## src/rtl/vmx_pkg.sv

```systemverilog
// Shared types and helpers for the vector/matrix accumulation datapath.
// Provides default widths, the drain FSM state type and clog2.
package vmx_pkg;

    localparam int VMX_DATA_W = 32;
    localparam int VMX_N_COLS = 4;

    typedef enum logic [1:0] {
        IDLE,
        ACTIVE,
        DONE
    } drain_state_t;

    function automatic int clog2(input int v);
        int r;
        r = 0;
        while ((1 << r) < v) r++;
        return r;
    endfunction

endpackage

```

## src/rtl/acc_row_buffer.sv

```systemverilog
// Row storage for the drain buffer: one independent write port per column
// and a single combinational read port returning a whole row.
module acc_row_buffer
    import vmx_pkg::*;
#(
    parameter int N_COLS = VMX_N_COLS,
    parameter int DATA_W = VMX_DATA_W,
    parameter int DEPTH  = 8,
    parameter int AW     = clog2(DEPTH)
) (
    input  logic                     clk,
    input  logic [N_COLS-1:0]        wr_en,
    input  logic [N_COLS*AW-1:0]     wr_addr,
    input  logic [N_COLS*DATA_W-1:0] wr_data,
    input  logic [AW-1:0]            rd_addr,
    output logic [N_COLS*DATA_W-1:0] rd_data
);

    logic [DATA_W-1:0] mem [DEPTH][N_COLS];

    always_ff @(posedge clk) begin
        for (int c = 0; c < N_COLS; c++) begin
            if (wr_en[c]) begin
                mem[wr_addr[c*AW +: AW]][c] <= wr_data[c*DATA_W +: DATA_W];
            end
        end
    end

    always_comb begin
        rd_data = '0;
        for (int c = 0; c < N_COLS; c++) begin
            rd_data[c*DATA_W +: DATA_W] = mem[rd_addr][c];
        end
    end

endmodule

```

## src/rtl/acc_drain_buffer.sv

```systemverilog
// Deskews diagonally staggered column sums into rows and streams them out.
// Optional ReLU on read is enabled by defining ACC_DRAIN_RELU_EN.
module acc_drain_buffer
    import vmx_pkg::*;
#(
    parameter int N_COLS = VMX_N_COLS,
    parameter int DATA_W = VMX_DATA_W,
    parameter int DEPTH  = 8,
    parameter int ROW_W  = 8
) (
    input  logic                     clk,
    input  logic                     rst,
    input  logic                     start,
    input  logic [ROW_W-1:0]         num_rows,
    input  logic [N_COLS-1:0]        col_en,
    input  logic [N_COLS*DATA_W-1:0] col_sum,
    output logic                     in_ready,
    output logic                     out_valid,
    input  logic                     out_ready,
    output logic [N_COLS*DATA_W-1:0] out_data,
    output logic                     done,
    output logic                     err
);

    localparam int AW = clog2(DEPTH);
    localparam int PW = AW + 1;

    drain_state_t state, state_nx;

    logic [PW-1:0]           wp [N_COLS];
    logic [PW-1:0]           rp;
    logic [ROW_W-1:0]        rows_issued;
    logic [ROW_W-1:0]        rows_out;
    logic [ROW_W-1:0]        num_rows_q;
    logic [PW-1:0]           fill0;
    logic [PW-1:0]           occ;
    logic                    active;
    logic                    full0;
    logic                    hs;
    logic                    last_hs;
    logic [N_COLS-1:0]       wr_en;
    logic [N_COLS*AW-1:0]    wr_addr;
    logic [N_COLS*DATA_W-1:0] row_raw;

    assign active    = (state == ACTIVE);
    assign fill0     = wp[0] - rp;
    assign occ       = wp[N_COLS-1] - rp;
    assign full0     = (fill0 == PW'(DEPTH));
    assign in_ready  = active && (fill0 < PW'(DEPTH))
                       && (rows_issued < num_rows_q);
    assign out_valid = active && (occ != '0);
    assign hs        = out_valid && out_ready;
    assign last_hs   = hs && (rows_out == num_rows_q - ROW_W'(1));
    assign done      = (state == DONE);

    // Column 0 owns the write budget; later columns trail it by the skew.
    always_comb begin
        wr_en   = col_en & {N_COLS{active}};
        wr_en[0] = wr_en[0] & ~full0;
        wr_addr = '0;
        for (int c = 0; c < N_COLS; c++) begin
            wr_addr[c*AW +: AW] = wp[c][AW-1:0];
        end
    end

    acc_row_buffer #(
        .N_COLS (N_COLS),
        .DATA_W (DATA_W),
        .DEPTH  (DEPTH),
        .AW     (AW)
    ) u_buf (
        .clk     (clk),
        .wr_en   (wr_en),
        .wr_addr (wr_addr),
        .wr_data (col_sum),
        .rd_addr (rp[AW-1:0]),
        .rd_data (row_raw)
    );

    always_comb begin
        state_nx = state;
        unique case (state)
            IDLE: begin
                if (start) state_nx = (num_rows == '0) ? DONE : ACTIVE;
            end
            ACTIVE: begin
                if (last_hs) state_nx = DONE;
            end
            DONE:    state_nx = IDLE;
            default: state_nx = IDLE;
        endcase
    end

    always_ff @(posedge clk) begin
        if (rst) begin
            state       <= IDLE;
            rp          <= '0;
            rows_issued <= '0;
            rows_out    <= '0;
            num_rows_q  <= '0;
            err         <= 1'b0;
            for (int c = 0; c < N_COLS; c++) wp[c] <= '0;
        end else begin
            state <= state_nx;
            for (int c = 0; c < N_COLS; c++) begin
                if (wr_en[c]) wp[c] <= wp[c] + PW'(1);
            end
            if (wr_en[0]) rows_issued <= rows_issued + ROW_W'(1);
            if (hs) begin
                rp       <= rp + PW'(1);
                rows_out <= rows_out + ROW_W'(1);
            end
            // Leaving DONE: clear pointers so the next tile starts at slot 0.
            if (state == DONE) begin
                rp          <= '0;
                rows_issued <= '0;
                rows_out    <= '0;
                for (int c = 0; c < N_COLS; c++) wp[c] <= '0;
            end
            if (state == IDLE && start) begin
                num_rows_q <= num_rows;
                err        <= 1'b0;
            end else if ((|col_en && !active) || (active && col_en[0] && full0)) begin
                err <= 1'b1;
            end
        end
    end

    always_comb begin
        logic [DATA_W-1:0] f;
        out_data = '0;
        f = '0;
        if (out_valid) begin
            for (int c = 0; c < N_COLS; c++) begin
                f = row_raw[c*DATA_W +: DATA_W];
`ifdef ACC_DRAIN_RELU_EN
                if (f[DATA_W-1]) f = '0;
`else
                f = f;
`endif
                out_data[c*DATA_W +: DATA_W] = f;
            end
        end
    end

endmodule

```

## config.mk

```make
export PLATFORM = sky130hd
export DESIGN_NAME = acc_drain_buffer
export DESIGN_NICKNAME = d
export VERILOG_FILES = /design/src/rtl/vmx_pkg.sv /design/src/rtl/acc_row_buffer.sv /design/src/rtl/acc_drain_buffer.sv
export SDC_FILE = /design/constraint.sdc
export NUM_CORES = 1
export LEC_CHECK = 0
export CAP_MARGIN = 20
export CORE_MARGIN = 10
export CORE_UTILIZATION = 45
export CTS_BUF_LIST = sky130_fd_sc_hd__clkbuf_16
export CTS_CLUSTER_DIAMETER = 100
export DETAILED_ROUTE_END_ITERATION = 10
export SLEW_MARGIN = 20
export SYNTH_ARGS = -nofsm -noshare
export SYNTH_HDL_FRONTEND = slang
export SYNTH_HIERARCHICAL = 1
export SYNTH_SLANG_ARGS = --single-unit
```

## constraint.sdc

```tcl
create_clock -name clk -period 5.1 [get_ports clk]
set_input_delay 1.02 -clock clk [delete_from_list [all_inputs] [get_ports clk]]
set_output_delay 1.02 -clock clk [all_outputs]
set_load 0.05 [all_outputs]
```

======== Word level (Yosys, flattened, before mapping) ========
Memories as Yosys holds them, arrays and structs flattened. A register that Yosys moved wholly into a read port is not among the register bits.
Cells that the tools add are included.
word-level totals
  memories kept ........................... 2
  bits in registers ....................... 31
  word-level logic and storage cells ...... 91
  input bits .............................. 144
  bits in writable memories ............... 1040
memories
  name       words  bits a word  read ports  clocked after Yosys merged registers in  wr ports  RTL line                RTL
  u_buf.mem  8      128          1           1                                        4         acc_row_buffer.sv:19    logic [DATA_W-1:0] mem [DEPTH][N_COLS];
  wp         4      4            4           0                                        4         acc_drain_buffer.sv:30  logic [PW-1:0] wp [N_COLS];
cells by class
  reductions and logical operators ........ 18
  equal/unequal tests ..................... 6
  mux-type cells .......................... 36
  bitwise operators ....................... 11
  add/subtract/negate cells ............... 10
  magnitude comparators ................... 2
operators by type and width
  operator               number
  $mux W128              1
  $mux W4                8
  $mux W1                21
  $add A4 B1 Y4 const B  5
  $add A8 B1 Y8 const B  2
  $logic_and A1 B1 Y1    9
  $eq A8 B8 Y1           1
  $logic_not A8 Y1       1
  $lt A8 B8 Y1           1
  $or A1 B1 Y1           8
  $sub A4 B4 Y4          2
  $sub A8 B1 Y8 const B  1
  $mux W2                3
  $mux W3                2
  $and A4 B4 Y4          1
  $eq A4 B4 Y1 const B   1
  $lt A4 B4 Y1 const B   1
  $pmux W2 S2            1
  $reduce_bool A4 Y1     1
  $reduce_or A2 Y1       2
  $reduce_or A4 Y1       1
  $eq A2 B1 Y1 const B   1
  $eq A2 B2 Y1 const B   1
  $logic_not A2 Y1       1
  7 further kinds        7

======== Depth between registers and ports, before layout ========
Gate-level depths: netlist (run 1).
An unclocked memory read counts as a cell.
  word-level depth ........................ 10
  gate-level depth with buffers ........... 10

======== Cells and area by module ========
Netlist (run 1), hierarchy kept.
by module, submodules not included
  module            instances  area an instance (µm²)  seq. area each (µm²)  cells an instance
  acc_row_buffer    1          39168.8                 30749.5               1531
  acc_drain_buffer  1          3532.1                  960.9                 444

======== Least setup slack after synthesis (run 1) ========
No wires, ideal clock.
  path kind ............................... reg2reg
  start ................................... register rp[1]
  end ..................................... memory u_buf/mem[0][100] (netlist bit) (enable)
  data required time ...................... 4.639 ns
  arrival ................................. 4.214 ns
  setup slack ............................. 0.425 ns
  clock period less this slack ............ 4.675 ns
  library setup time ...................... 0.461 ns
  cell stages (with the launch flop) ...... 11
  buffers on the path ..................... 1
  cell sequence ........................... dfxtp_1 > inv_1 > ha_1 > nor2b_1 > o21ai_1 > a2111oi_1 > or3_1 > buf_2 > inv_2 > nand2b_1 > nor3_1
RTL lines
  element                   RTL line                 RTL
  start: declaration        acc_drain_buffer.sv:31   logic [PW-1:0] rp;
  start signal: assignment  acc_drain_buffer.sv:110  rp <= rp + PW'(1);
  end: declaration          acc_row_buffer.sv:19

======== Worst setup path in the final report (run 1) ========
  start ................................... register rp[2]
  end ..................................... output out_data[5]
between the ends
  longest elaborated chain between the ends .. 4
ends and longest elaborated chain
  element              RTL line                 RTL
  $sub A4 B4 Y4        acc_drain_buffer.sv:47   assign occ = wp[N_COLS-1] - rp;
  $reduce_bool A4 Y1   acc_drain_buffer.sv:51   assign out_valid = active && (occ != '0);
  $logic_and A1 B1 Y1  acc_drain_buffer.sv:51
  $mux W128            acc_drain_buffer.sv:133  if (out_valid) begin
  end: declaration     acc_drain_buffer.sv:20   output logic [N_COLS*DATA_W-1:0] out_data,
No other way between the ends.

==> results of run 1 <==
[power by group]
group	total [W]	switching, W	internal [W]
Clock	0.00768	0.00325	0.00442
Sequential	0.00975	0.0000341	0.00972
Combinational	0.000801	0.000466	0.000335
[worst max-delay path: cells and delay by family (launching register included)]
family,cells,cell delay [ps]
AOI/OAI and AO/OA,1,410
adders and majority gates,1,330
DFF,1,390
and+or+nand+nor,4,1070
buffers and inverters,4,780
[sequential cells by signal (all words and copies together), names as in the netlist]
register	cells
u_buf/mem	1024
rp	4
state	2
rows_out	8
err	1
wp	14
rows_issued	8
num_rows_q	8
[logic make-up (layout without fill, tap and decap cells)]
family                   after synthesis  count (layout)  synth area share [%]
adder cells (fa/ha/maj)               21              21                 0.615
AO/OA/AOI/OAI                         56              56                 0.823
multiplexers                         387             387                  17.6
flip-flops                          1069            1069                  74.3
XOR/XNOR                              27              27                 0.554
buffers and inverters                111             542                  2.22
other                                  0               1                     0
AND/OR/NAND/NOR                      304             304                  3.94
[metrics by stage]
stage	cells	setup WS, ps	cell area (µm²)	total power, W	util, %
after floorplan	1975	425	42700	0.0104	-
after global placement	3459	822	46700	0.0107	49.8
after detailed placement	3459	746	46700	0.0108	49.8
after CTS	3659	2.27	50100	0.0185	53.5
after global routing	3660	124	50400	0.0189	53.7
final	3661	365	50400	0.0182	53.7
[repair_timing]
item | 4_1_cts | 5_1_grt
pin swaps | 0 | 0
resized for setup | 2 | 76
setup endpoints to repair | 2 | 76
[cell usage in the layout, fill, tap and decap left out, drive strengths merged, types with 5 or more instances in the layout]
cell,instances
edfxtp,1030
mux4,256
clkdlybuf4s50,146
and2,133
mux2,128
clkbuf,112
buf,99
dlymetal6s2s,76
nor2,63
clkinv,48
inv,46
dfxtp,39
nand2,25
xnor2,22
a21oi,22
ha,21
nor3,17
nand2b,15
o21ai,14
or3,11
nand3,9
bufinv,9
nor2b,6
nand4,6
xor2,5
nor3b,5
[final cells by class]
cell class	count	area [µm²]
Fill cell	7186	43400
Sequential cell	1069	31700
Multi-Input combinational cell	795	10300
Timing Repair Buffer	323	3250
Clock buffer	112	2800
Tap cell	1254	1570
Clock inverter	88	671
Inverter	19	73.8
Antenna cell	1	2.50
[how the worst max path moves through the flow]
stage           from                end  slack (ps)  depth (start not counted)
2_1_floorplan  rp[1]  u_buf/mem[0][100]         420                         10
3_3_place_gp   rp[2]       out_data[45]         820                         10
3_5_place_dp   rp[2]        out_data[5]         750                         10
4_1_cts        rp[2]       out_data[60]           2                         10
5_1_grt        rp[0]           in_ready         120                          8
6_report       rp[2]        out_data[5]         360                         10
[metal layers]
metal	GRT usage, %	vias to the layer above	share of wire (%)
li1	-	8836	-
met1	22.0	10539	42
met2	28.3	468	50
met3	3.75	156	5.2
met4	4.53	20	2.3
met5	0	-	0.14
==> impl_metrics.toml, run 1 <==
[cells_and_area]
drive_gt1_share_pct = 25.2
nets = 2483
synthToLayoutAreaGrowth_pct = 17.9

[synth]
synthArstFlopShare_pct = 0
syn_nets = 2140
synth_top_area_share_pct = 72.4
ys_types = 55
syn_area_per_cell_um2 = 21.6
synth_cells = 1975
yosys-top-cells-area = "edfxtp_1, mux4_2, mux4_1"
synth_ff_type = "edfxtp_1"
synthTopCellsByCount = "edfxtp_1, mux4_2, and2_1"
synth_edf_count = 1030
yosysWarnings = 6
yosysMostFrequentCell = "edfxtp_1"
syn-cell-area_um2 = 42700
synth_seq_cells = 1069
synth_top_area_cell = "edfxtp_1"
ys_seq_area_share_pct = 74.3

[setup_path]
slowest_delay_ps = 420
r2r-start = "rp[0]"
worstPathMaxFanout = 44
path_cells = "inv_1 -> ha_1 -> and3b_1 -> or3_1 -> a211oi_2 -> or2b_4 -> inv_4 -> buf_4 -> and2_1 -> dlygate4sd2_1"
reg2reg_depth = 10
start_kind = "flip-flop"
r2r_slack_ps = 1170
worstSetupEndpointType = "output port"
worstReg2RegEnd = "u_buf/mem[0][114]"
slowest_stage = "dlygate4sd2_1"
worstPathRequired_ps = 4080
setup.worst_path.class = "flip-flop to output port"
worst_ep_arrival_time_ps = 3720

[placed_design]
gp_congestion = 0.745
hpwl_um = 50100
port_buffers = 275

[timing]
post-route-period-util_pct = 92.8
max_clock_freq_mhz = 211
hold_viol = 0
fin_hold_ws_ps = 513
setup_violations = 0
skew_ps = 20.8
slew_violations = 0
fin_setup_tns_ps = 0
rsz0062_at_grt = "no"
relSlewSlack_pct = 29.0
tightest_slew_ps = 1060
min_period_ps = 4740

[global_routing]
grt_pass1_vias = 21311
grt_max_degree = 181
grt_pass1_wl_um = 137000
grt-ovfl-total = 0
antenna_found_initial = 13
grt_usage_pct = 16.8

[clocking]
clockBufferDepth = 3
cts_hold_buf = 0
cts_setup_buffers = 0
clkTransAtPathRegs_ps = 60
cts_root_buf = "clkbuf_16"
h-tree-depth = 3
cts_buffers = 110
clkSinkCount = 1069
worst_skew_pair.late_latency_ps = 690
cts_tree = "yes"

[route]
detail-route-antenna-nets = 0
dr.pass1.iters = 5
via_count = 20019
drcViolationCount = 0
drt-total-wl_um = 91300
vias_per_cell = 5.47
routedWlPerCell_um = 24.9
first_iter_violations = 1380

[status]
status = "completed"

[floorplanning]
io_pins = 276
die_y_um = 328
row_count = 112
start_util_pct = 45.5
coreArea_um2 = 93700
dieArea_um2 = 108000
fp.dieW_um = 328

[run]
drv_cap = 0

[min_path]
hold_end = "rows_out[7]"
hold_class = "flip-flop to flip-flop"
holdPathStages = 2
hp-start = "rows_out[7]"

[pwr]
p_leak_nw = 17.2
cellPowerDensity_nw_per_um2 = 362
vdd.ir_drop.worst_uv = 288
(Power assumes the default switching activity.)
==> run 2: changes to the inputs <==
CORE_UTILIZATION = 59   (was 45)
PLACE_DENSITY = 0.8   (was unset)
==> impl_metrics.toml, run 2 (same netlist as run 1, synthesis figures left out) <==
[setup_path]
worstSetupEndpointType = "output port"
worstPathRequired_ps = 4080
reg2reg_depth = 10
slowest_delay_ps = 520
slowest_stage = "dfxtp_1"
r2r_slack_ps = 1550
crit_cells = 9
path_cells = "ha_1 -> and3b_1 -> or3_1 -> a211oi_2 -> or2b_4 -> clkinv_2 -> buf_12 -> and2_1 -> buf_4"
cp_top_family = "simple AND/OR/NAND/NOR gates"
setup.worst_path.class = "flip-flop to output port"
worstPathBufferInverterCount = 3
start_kind = "flip-flop"
worstPathMaxFanout = 129
worst_ep_arrival_time_ps = 3720

[timing]
min_period_ps = 4740
setup_violations = 0
layout_setup_ws_ps = 359
fin_setup_tns_ps = 0
hold_viol = 0
max_clock_freq_mhz = 211
post-route-period-util_pct = 93.0
tightest_slew_ps = 1070
rsz0062_at_grt = "no"
relSlewSlack_pct = 28.9
skew_ps = 27.7
slew_violations = 0
fin_hold_ws_ps = 501

[cells_and_area]
synthToLayoutAreaGrowth_pct = 16.0
nFillCells = 4287
drive_gt1_share_pct = 28.5
layout_common_cells = "edfxtp_1, mux4_2, buf_4, clkdlybuf4s50_1, and2_1"
nets = 2484
final_common_cell = "edfxtp_1"
largest_reg_flops = 1024

[route]
drt-total-wl_um = 86800
detail-route-antenna-nets = 0
drcViolationCount = 0
via_count = 20251
dr.pass1.iters = 5
routedWlPerCell_um = 25.8
vias_per_cell = 6.03
first_iter_violations = 1488

[min_path]
hold_class = "flip-flop to flip-flop"
holdPathStages = 1

[placed_design]
pre_cts_ws_ps = 1100
port_buffers = 275
hpwl_um = 48700
gp_congestion = 0.795

[clocking]
cts_resized = 0
cts_buffers = 103
cts_root_buf = "clkbuf_16"
h-tree-depth = 3
clkSinkCount = 1069
clockBufferDepth = 3
worst_skew_pair.late_latency_ps = 650
clkTransAtPathRegs_ps = 60
cts_setup_buffers = 0
cts_hold_buf = 0
cts_tree = "yes"

[floorplanning]
fp.dieW_um = 289
io_pins = 276
row_count = 98
start_util_pct = 59.6
die_y_um = 289
coreArea_um2 = 71600
dieArea_um2 = 83500

[global_routing]
antenna_found_initial = 12
grt_max_degree = 137
grt_pass1_wl_um = 131000
grt_usage_pct = 20.9
grt_pass1_vias = 21495
grt-ovfl-total = 0

[pwr]
vdd.ir_drop.worst_uv = 315
cellPowerDensity_nw_per_um2 = 363
p_leak_nw = 15.9

[run]
drv_cap = 0

[status]
status = "completed"
==> run 2: changes by cell type in the layout (fill, tap and decap cells not counted), sizes merged <==
cell	previous run	this run
clkbuf	112	105
inv	46	40
bufinv	9	11
dlygate4sd2	2	0
clkinv	48	47
diode	1	8
dlymetal6s2s	76	0
buf	99	185
clkinvlp	4	5
==> run 2: where the power goes <==
group | leakage (nW) | internal, W | switching (W) | total (W)
clock | 1.70 | 0.00430 | 0.00314 | 0.00744
combinational | 4.62 | 0.000331 | 0.000462 | 0.000794
sequential | 9.60 | 0.00972 | 0.0000361 | 0.00975
total | 15.9 | 0.0143 | 0.00364 | 0.0180
==> run 2: layer usage <==
layer	global-route usage [%]	up-vias	wire length, µm
li1	-	8867	-
met1	26.6	10591	33400
met2	36.1	639	45800
met3	4.04	142	5430
met4	6.34	12	2060
met5	0	-	81
==> run 2: cell type report <==
| type | count | area, µm² | share of cell area, % |
|---|---|---|---|
| diodes | 8 | 20.0 | 0.0404 |
| clock buffers | 105 | 2630 | 5.30 |
| clock inverters | 84 | 719 | 1.45 |
| inverters | 19 | 72.6 | 0.146 |
| multi-input cells | 795 | 10300 | 20.7 |
| flip-flops and latches | 1069 | 31700 | 64.0 |
| well taps | 950 | 1190 | 2.40 |
| repair buffers | 331 | 2930 | 5.92 |
==> run 2: metrics by stage <==
step / utilization, % / instance area (µm²) / total power (W) / std cells
6_report: 69.2 / 49500 / 0.0180 / 3361
5_1_grt: 69.2 / 49500 / 0.0186 / 3358
4_1_cts: 69.1 / 49500 / 0.0181 / 3352
3_5_place_dp: 64.4 / 46100 / 0.0107 / 3163
3_3_place_gp: 64.4 / 46100 / 0.0107 / 3163
2_1_floorplan: - / 42700 / 0.0104 / 1975
==> run 2: worst paths after layout <==
kind                 start                to
setup reg to reg     rp[1]  u_buf/mem[5][96]
hold reg to reg   state[1]          state[1]
hold / removal    state[1]          state[1]
setup / recovery  wp[3][1]      out_data[36]
==> run 3: changes to the inputs <==
CORE_UTILIZATION = 53   (was 59)
HOLD_SLACK_MARGIN = 0.15   (was unset)
PLACE_DENSITY = 0.75   (was 0.8)
clock period = 4.15 ns   (was 5.1 ns; I/O delays follow)
==> impl_metrics.toml, run 3 (same netlist as run 1, synthesis figures left out) <==
[clocking]
clkTransAtPathRegs_ps = 60
cts_root_buf = "clkbuf_16"
clkSinkCount = 1069
h-tree-depth = 3
cts_buffers = 105
cts_tree = "yes"
clockBufferDepth = 3
worst_skew_pair.late_latency_ps = 660
cts_hold_buf = 0

[placed_design]
hpwl_um = 46600
gp_congestion = 0.771
port_buffers = 275
postPlaceCellArea_um2 = 46200
pre_cts_ws_ps = 562

[global_routing]
grt_pass1_wl_um = 133000
grt_pass1_vias = 21596
antenna_found_initial = 14
grt_usage_pct = 18.6
grt-ovfl-total = 0
grt_max_degree = 132

[setup_path]
r2r-start = "wp[0][0]"
slowest_stage = "or3_1"
setup.worst_path.class = "flip-flop to output port"
path_cells = "inv_1 -> ha_1 -> and3b_1 -> or3_1 -> a211oi_2 -> or2b_4 -> inv_8 -> buf_16 -> and2_1 -> buf_4"
worst_ep_arrival_time_ps = 3150
worstPathBufferInverterCount = 4
worstSetupEndpointType = "output port"
worstPathRequired_ps = 3320
start_kind = "flip-flop"
reg2reg_depth = 10
slowest_delay_ps = 380
r2r_slack_ps = 650
worstPathMaxFanout = 33
worstReg2RegEnd = "u_buf/mem[4][105]"
cp_top_family = "simple AND/OR/NAND/NOR gates"

[route]
wl_met2_um = 45400
drt-total-wl_um = 88000
detail-route-antenna-nets = 0
dr.pass1.iters = 5
routed.top_layer = "met5"
routedWlPerCell_um = 25.4
dr_wl_met3_um = 4950
wl_met1_um = 35700
drcViolationCount = 0
first_iter_violations = 1530
vias_per_cell = 5.81
via_count = 20120

[cells_and_area]
final_util_pct = 62.1
fin_area_um2 = 49800
nets = 2482
final_common_cell = "edfxtp_1"
largest_reg_flops = 1024
drive_gt1_share_pct = 28.8
layout_common_cells = "edfxtp_1, mux4_2, buf_4, clkdlybuf4s50_1, mux2_2"
synthToLayoutAreaGrowth_pct = 16.5

[floorplanning]
fp.dieW_um = 304
row_count = 104
coreArea_um2 = 80200
dieArea_um2 = 92300
io_pins = 276
die_y_um = 304
start_util_pct = 53.3

[min_path]
holdPathStages = 1
hold_class = "flip-flop to flip-flop"
hold_end = "state[1]"
hp-start = "state[1]"

[timing]
slew_violations = 0
max_clock_freq_mhz = 251
relSlewSlack_pct = 32.9
fin_setup_tns_ps = 0
hold_viol = 0
skew_ps = 21.5
tightest_slew_ps = 1010
min_period_ps = 3980
post-route-period-util_pct = 95.8
layout_setup_ws_ps = 173
rsz0062_at_grt = "no"
setup_violations = 0

[run]
drv_cap = 0

[pwr]
power.total_w = 0.0221
cellPowerDensity_nw_per_um2 = 444
vdd.ir_drop.worst_uv = 433
p_leak_nw = 16.0

[status]
status = "completed"
==> run 3: through the flow <==
stage               std cells  hold WS (ps)
floorplan                1975           446
finish                   3465           490
global placement         3263           471
CTS                      3459           495
global route             3465           527
detailed placement       3263           487
==> run 3: how the worst max path moves through the flow <==
stage / slack, ps / to / from / cells past startpoint
2_1_floorplan: 190 / u_buf/mem[0][0] / col_en[3] / 4
3_3_place_gp: 590 / u_buf/mem[4][124] / col_en[0] / 7
3_5_place_dp: 560 / u_buf/mem[4][105] / col_en[0] / 7
4_1_cts: 10 / out_data[105] / rp[2] / 10
5_1_grt: 70 / out_data[48] / rp[2] / 6
6_report: 170 / out_data[63] / rp[2] / 10
==> run 3: timing repair <==
action,in CTS,in global routing
cloned,2,3
pin swaps,0,1
gates resized for setup,15,2
buffers inserted,1,1
setup endpoints to repair,128,128
==> run 3: report_power, final <==
| part | switching [W] | leakage, nW | internal [W] | total [W] |
|---|---|---|---|---|
| registers | 0.0000444 | 9.60 | 0.0119 | 0.0120 |
| clock network | 0.00388 | 1.74 | 0.00520 | 0.00909 |
| logic | 0.000585 | 4.63 | 0.000426 | 0.00101 |
==> run 3: area by class of cell <==
class,count,area [µm²]
tap,1060,1330
timing repair buffer,327,3020
clock buffer,106,2650
multi-input combinational,795,10300
inverter,19,78.8
sequential,1069,31700
clock inverter,87,681
fill,5483,30400
antenna,2,5.00
==> run 3: routing by layer <==
metal,GRT usage (%),vias up
li1,-,8842
met5,0,-
met3,3.83,138
met2,31.8,539
met4,5.58,22
met1,23.8,10579
